--- config.mk ---
export PLATFORM = sky130hd
export DESIGN_NAME = muldiv_alu_seq
export DESIGN_NICKNAME = d
export VERILOG_FILES = /design/src/rtl/muldiv_alu_seq.sv
export SDC_FILE = /design/constraint.sdc
export NUM_CORES = 1
export LEC_CHECK = 0
export CORE_MARGIN = 5
export CORE_UTILIZATION = 38
export DETAILED_ROUTE_END_ITERATION = 8
export PLACE_DENSITY_LB_ADDON = 0.25
export SKIP_LAST_GASP = 1
export SYNTH_ARGS = -nofsm -noshare
export SYNTH_HDL_FRONTEND = slang
export SYNTH_SLANG_ARGS = --single-unit
--- constraint.sdc ---
create_clock -name clk -period 4.05 [get_ports clk]
set_clock_uncertainty 0.05 [all_clocks]
set_input_delay 0.81 -clock clk [delete_from_list [all_inputs] [get_ports clk]]
set_output_delay 0.81 -clock clk [all_outputs]
set_load 0.03 [all_outputs]
--- src/rtl/muldiv_alu_seq.sv ---
// Iterative MULT/MULTU/DIV/DIVU sequencer that borrows the shared EX-stage ALU; results in HI/LO.
// Optional starvation guard enabled by defining MULDIV_STARVE_GUARD_EN.
module muldiv_alu_seq #(
    parameter int unsigned STARVE_LIMIT = 8
) (
    input  logic        clk,
    input  logic        rst,
    input  logic        start,
    input  logic [1:0]  op,
    input  logic [31:0] rs_val,
    input  logic [31:0] rt_val,
    input  logic        ex_alu_req,
    input  logic [31:0] alu_res,
    output logic [3:0]  seq_aluCON,
    output logic [31:0] seq_In1,
    output logic [31:0] seq_In2,
    output logic        seq_grant,
    output logic        ex_stall,
    output logic        busy,
    output logic        done,
    output logic        div_zero,
    output logic [31:0] hi,
    output logic [31:0] lo
);
    localparam logic [3:0] AluAddu = 4'hE;
    localparam logic [3:0] AluSubu = 4'hF;
    localparam logic [3:0] AluXor  = 4'h4;

    typedef enum logic [2:0] {StIdle, StNegA, StNegB, StIter, StFixLo, StFixHi, StDone} state_e;

    state_e      state_q, state_d;
    logic [31:0] a_q, a_d, b_q, b_d, hi_q, hi_d, lo_q, lo_d;
    logic [4:0]  cnt_q, cnt_d;
    logic [1:0]  op_q, op_d;
    logic        neg_res_q, neg_res_d, neg_rem_q, neg_rem_d;
    logic        lo_zero_q, lo_zero_d, div_zero_q, div_zero_d;
    logic        need, advance, is_div, is_signed, start_dz, carry, borrow;
    logic [31:0] rprime;

    assign is_div    = op_q[1];
    assign is_signed = ~op_q[0];
    assign start_dz  = op[1] & (rt_val == '0);
    assign rprime    = {hi_q[30:0], lo_q[31]};
    assign carry     = (hi_q[31] & a_q[31]) | ((hi_q[31] | a_q[31]) & ~alu_res[31]);
    assign borrow    = (~rprime[31] & b_q[31]) | ((~rprime[31] | b_q[31]) & alu_res[31]);
    assign advance   = ~need | seq_grant;

`ifdef MULDIV_STARVE_GUARD_EN
    logic [31:0] starve_q, starve_d;
    logic        force_grant;

    // After STARVE_LIMIT consecutive stalls the next needing cycle takes the ALU from EX.
    assign force_grant = need & (starve_q >= STARVE_LIMIT);
    assign seq_grant   = need & (~ex_alu_req | force_grant);
    assign ex_stall    = force_grant;

    always_comb begin
        starve_d = starve_q;
        if (seq_grant) begin
            starve_d = '0;
        end else if (need) begin
            starve_d = starve_q + 32'd1;
        end
    end

    always_ff @(posedge clk) begin
        if (rst) begin
            starve_q <= '0;
        end else begin
            starve_q <= starve_d;
        end
    end
`else
    logic unused_starve_limit;
    assign unused_starve_limit = ^STARVE_LIMIT;
    assign seq_grant = need & ~ex_alu_req;
    assign ex_stall  = 1'b0;
`endif

    always_ff @(posedge clk) begin
        if (rst) begin
            state_q    <= StIdle;
            a_q        <= '0;
            b_q        <= '0;
            hi_q       <= '0;
            lo_q       <= '0;
            cnt_q      <= '0;
            op_q       <= '0;
            neg_res_q  <= 1'b0;
            neg_rem_q  <= 1'b0;
            lo_zero_q  <= 1'b0;
            div_zero_q <= 1'b0;
        end else begin
            state_q    <= state_d;
            a_q        <= a_d;
            b_q        <= b_d;
            hi_q       <= hi_d;
            lo_q       <= lo_d;
            cnt_q      <= cnt_d;
            op_q       <= op_d;
            neg_res_q  <= neg_res_d;
            neg_rem_q  <= neg_rem_d;
            lo_zero_q  <= lo_zero_d;
            div_zero_q <= div_zero_d;
        end
    end

    always_comb begin
        state_d = state_q;
        case (state_q)
            StIdle:  if (start) state_d = start_dz ? StDone : StNegA;
            StNegA:  if (advance) state_d = StNegB;
            StNegB:  if (advance) state_d = StIter;
            StIter:  if (advance && cnt_q == 5'd31) state_d = StFixLo;
            StFixLo: if (advance) state_d = StFixHi;
            StFixHi: if (advance) state_d = StDone;
            StDone:  state_d = StIdle;
            default: state_d = StIdle;
        endcase
    end

    always_comb begin
        need       = 1'b0;
        seq_aluCON = AluSubu;
        seq_In1    = '0;
        seq_In2    = '0;
        case (state_q)
            StNegA: begin
                need    = is_signed & a_q[31];
                seq_In2 = a_q;
            end
            StNegB: begin
                need    = is_signed & b_q[31];
                seq_In2 = b_q;
            end
            StIter: begin
                need = is_div | lo_q[0];
                if (is_div) begin
                    seq_In1 = rprime;
                    seq_In2 = b_q;
                end else begin
                    seq_aluCON = AluAddu;
                    seq_In1    = hi_q;
                    seq_In2    = a_q;
                end
            end
            StFixLo: begin
                need    = neg_res_q;
                seq_In2 = lo_q;
            end
            StFixHi: begin
                need = is_signed & (is_div ? neg_rem_q : neg_res_q);
                // Low half nonzero means no borrow propagates into HI: a plain complement suffices.
                if (!is_div && !lo_zero_q) begin
                    seq_aluCON = AluXor;
                    seq_In1    = hi_q;
                    seq_In2    = '1;
                end else begin
                    seq_In2 = hi_q;
                end
            end
            default: need = 1'b0;
        endcase
        if (!need) begin
            seq_aluCON = '0;
            seq_In1    = '0;
            seq_In2    = '0;
        end
    end

    always_comb begin
        a_d        = a_q;
        b_d        = b_q;
        hi_d       = hi_q;
        lo_d       = lo_q;
        cnt_d      = cnt_q;
        op_d       = op_q;
        neg_res_d  = neg_res_q;
        neg_rem_d  = neg_rem_q;
        lo_zero_d  = lo_zero_q;
        div_zero_d = div_zero_q;
        case (state_q)
            StIdle: if (start) begin
                op_d       = op;
                a_d        = rs_val;
                b_d        = rt_val;
                div_zero_d = start_dz;
                neg_res_d  = ~op[0] & (rs_val[31] ^ rt_val[31]);
                neg_rem_d  = ~op[0] & op[1] & rs_val[31];
                if (start_dz) begin
                    hi_d = rs_val;
                    lo_d = '1;
                end
            end
            StNegA: if (need && seq_grant) a_d = alu_res;
            StNegB: if (advance) begin
                b_d   = need ? alu_res : b_q;
                hi_d  = '0;
                lo_d  = is_div ? a_q : b_d;
                cnt_d = '0;
            end
            StIter: if (advance) begin
                cnt_d = cnt_q + 5'd1;
                if (is_div) begin
                    if (hi_q[31] | ~borrow) begin
                        hi_d = alu_res;
                        lo_d = {lo_q[30:0], 1'b1};
                    end else begin
                        hi_d = rprime;
                        lo_d = {lo_q[30:0], 1'b0};
                    end
                end else if (lo_q[0]) begin
                    hi_d = {carry, alu_res[31:1]};
                    lo_d = {alu_res[0], lo_q[31:1]};
                end else begin
                    hi_d = {1'b0, hi_q[31:1]};
                    lo_d = {hi_q[0], lo_q[31:1]};
                end
            end
            StFixLo: if (advance) begin
                lo_zero_d = (lo_q == '0);
                if (need) lo_d = alu_res;
            end
            StFixHi: if (need && seq_grant) hi_d = alu_res;
            default: ;
        endcase
    end

    assign busy     = (state_q != StIdle);
    assign done     = (state_q == StDone);
    assign div_zero = div_zero_q;
    assign hi       = hi_q;
    assign lo       = lo_q;
endmodule
==> results of run 1 <==
==> metal layers <==
layer	routed length, um	up-vias	track usage (%)	part of all wire [%]
met5	0	-	0	0
met4	2270	0	13.5	4.4
met3	5880	150	7.47	11
met2	22700	961	45.7	44
met1	21100	6362	40.2	41
li1	-	6034	-	-
==> how the worst max path moves through the flow <==
stage,start,to,depth (start not counted)
after floorplan,state_q[0],seq_aluCON[3],11
after CTS,op_q[1],seq_In1[30],7
after detailed placement,rt_val[31],hi[24],9
final,state_q[1],seq_aluCON[3],7
after global placement,rt_val[31],hi[24],9
after global routing,state_q[1],seq_aluCON[3],7
==> critical path: stages, from the launching register on <==
cell,delay [ps]
dfxtp_1,690
or3b_4,500
and3_1,230
or2_1,260
a21oi_4,130
buf_4,440
nor2_1,140
buf_4,200
==> cell type report <==
| class | count | area [um2] |
|---|---|---|
| fillers | 2862 | 15000 |
| multi-input cells | 1180 | 7600 |
| repair buffers | 312 | 2860 |
| flip-flops and latches | 142 | 2850 |
| well taps | 390 | 488 |
| clock buffers | 17 | 425 |
| clock inverters | 15 | 116 |
| inverters | 8 | 33.8 |
==> report_power, final <==
| group | switching, mW | internal [mW] | total (mW) | leakage, nW |
|---|---|---|---|---|
| Combinational | 2.25 | 1.42 | 3.67 | 3.68 |
| Sequential | 0.506 | 1.68 | 2.18 | 1.17 |
| Clock | 0.713 | 0.790 | 1.50 | 0.254 |
==> timing repair <==
item,in CTS,in global routing
setup endpoints to repair,0,5
hold endpoints to repair,0,0
gates resized for setup,0,1
hold buffers,0,0
==> registers in the layout, summed over array words and instances, names as in the netlist <==
register,cells
a_q,32
b_q,32
hi,32
lo,32
cnt_q,5
state_q,3
op_q,2
div_zero,1
lo_zero_q,1
neg_rem_q,1
neg_res_q,1
==> layout by cell type, fill, tap and decap left out, types with 44 or more instances in the layout <==
master | netlist | final
clkdlybuf4s50_1 | 0 | 167
a221o_1 | 65 | 65
nor2_1 | 273 | 269
buf_4 | 3 | 136
nand2_1 | 81 | 81
o21ai_0 | 64 | 64
nor3_1 | 46 | 45
nor4_1 | 44 | 44
mux2i_1 | 95 | 95
a21oi_1 | 131 | 129
dfxtp_1 | 142 | 139
==> cell families (layout without fill, tap and decap cells) <==
group / count (synthesis) / after routing
other: 1 / 1
adder cells (fa/ha/maj): 2 / 2
buffers and inverters: 207 / 352
AO/OA/AOI/OAI: 498 / 498
multiplexers: 126 / 126
AND/OR/NAND/NOR: 552 / 552
flip-flops: 142 / 142
XOR/XNOR: 1 / 1
==> through the flow <==
stage / setup slack, ps / utilization (%)
2_1_floorplan: 627 / -
3_3_place_gp: 446 / 47.0
3_5_place_dp: 476 / 47.0
4_1_cts: 72.3 / 48.9
5_1_grt: 49.7 / 48.9
6_report: 134 / 48.9
==> run summary, run 1 <==
status: complete, no violations
Root Buffer: clkbuf_16
routed vias: 13500
origin of the critical flop-to-flop path: op_q[1]
CTS H-tree depth: 4
measured slew at the worst slew-check pin: 864 ps
max frequency: 255 MHz
Num CTS Buffers: 17
RR Endpoint: lo[9]
R2R depth: 8
Startpoint Class: register
Worst Path Arrival: 3060 ps
largest net degree at the start of global routing: 76
post-synthesis mux area share: 11.6%
vias in the first global route: 13100
wire length per cell: 25.2 um
Leakage Power: 5.10 nW
CTS tree: built
post-synthesis xor/xnor area fraction: 0.0780%
Die Wd: 182 um
CP Data Required Time: 3190 ps
Cell Pwr Density: 512 nW/um2
die area: 33100 um2
Worst Hold Class: reg2reg
post-DP HPWL: 34400 um
Syn-to-layout area delta: 28.0%
r2r setup slk: 530 ps
drt pass-1 iters: 6
drc violations: 0
# IOs: 239
Main synth FF type: dfxtp_1
post-synth top area cell: dfxtp_1
simple-gate portion of the synthesized area: 22.3%
synth cell count leaders: nor2_1, clkbuf_1, dfxtp_1
Setup Viol. Count Final: 0
Critical Path Fanout Max: 42
Max Root-Sink Buffers: 2
core region area: 29400 um2
final worst path period need: 3920 ps
Rel. slew slack: 42.4%
main area contributors after synthesis: dfxtp_1, nor2_1, mux2i_1, a21oi_1, a221o_1
CP Class: reg2out
maximum VDD drop: 0.000420 V
placed cell area: 13800 um2
fin. max-slew vios: 0
Synth Area in Compound Gates: 32.8%
design area: 14400 um2
Placed Cells: 2032
mapped cell area: 11200 um2
Synth Register Bits: 142
row count: 63
Initial Utilization: 38.2%
total wire length: 52000 um
IO Port Bufs: 237
post-synth cell types: 67
post-layout net count: 1765
area share of fa/ha/maj cells after synthesis: 0.223%
post-CTS setup buffer count: 0
EDFF count, synth: 0
setup TNS: 0 ps
Crit. End Element: output port
gr usage total: 30.1%
Max Cap Viol: 0
Post-Synthesis Cells: 1529
fin cells: 2064
most frequent cell after synthesis: nor2_1
share of cells above drive strength 1: 14.2%
Clk Latency, worst-skew pair: 440 ps
antenna viol nets, final: 0
syn_area_per_cell: 7.34 um2
beginning of the worst hold path: div_zero
RSZ-0062 raised after global routing: false
CTS sink count: 142
fin crit share: 96.7%
register area share after synthesis: 25.3%
hold violation count in the final report: 0
Die H: 182 um
antenna violations before repair: 0
Clock Pin Slew Worst Setup and Hold Paths: 60 ps
WHS: 410 ps
first-pass GRT wire length: 79400 um
hold path depth: 2
Yosys warnings: 0
initial DRC count: 1760
vias per cell: 6.54
top-area cell type share of the netlist area: 25.3%
diode count: 0
gr ovfl total: 0
largest family of logic cells by synthesized area: compound AO/OA/AOI/OAI gates
Synthesized Nets: 1633
FFs w/ async S/R, synth: 0%
RD Place Congestion: 0.956
Hold Path Sink: div_zero
Power Total: 7.36 mW
Power figures use the tool's default switching activity.
==> run 2, diff against run 1 <==
--- a/config.mk
+++ b/config.mk
@@ -9,6 +9,7 @@
 export CORE_UTILIZATION = 38
 export DETAILED_ROUTE_END_ITERATION = 8
 export PLACE_DENSITY_LB_ADDON = 0.25
+export SKIP_CTS_REPAIR_TIMING = 1
 export SKIP_LAST_GASP = 1
 export SYNTH_ARGS = -nofsm -noshare
 export SYNTH_HDL_FRONTEND = slang
==> results of run 2 <==
Final layout, timing and power as in run 1 (identical DEF).
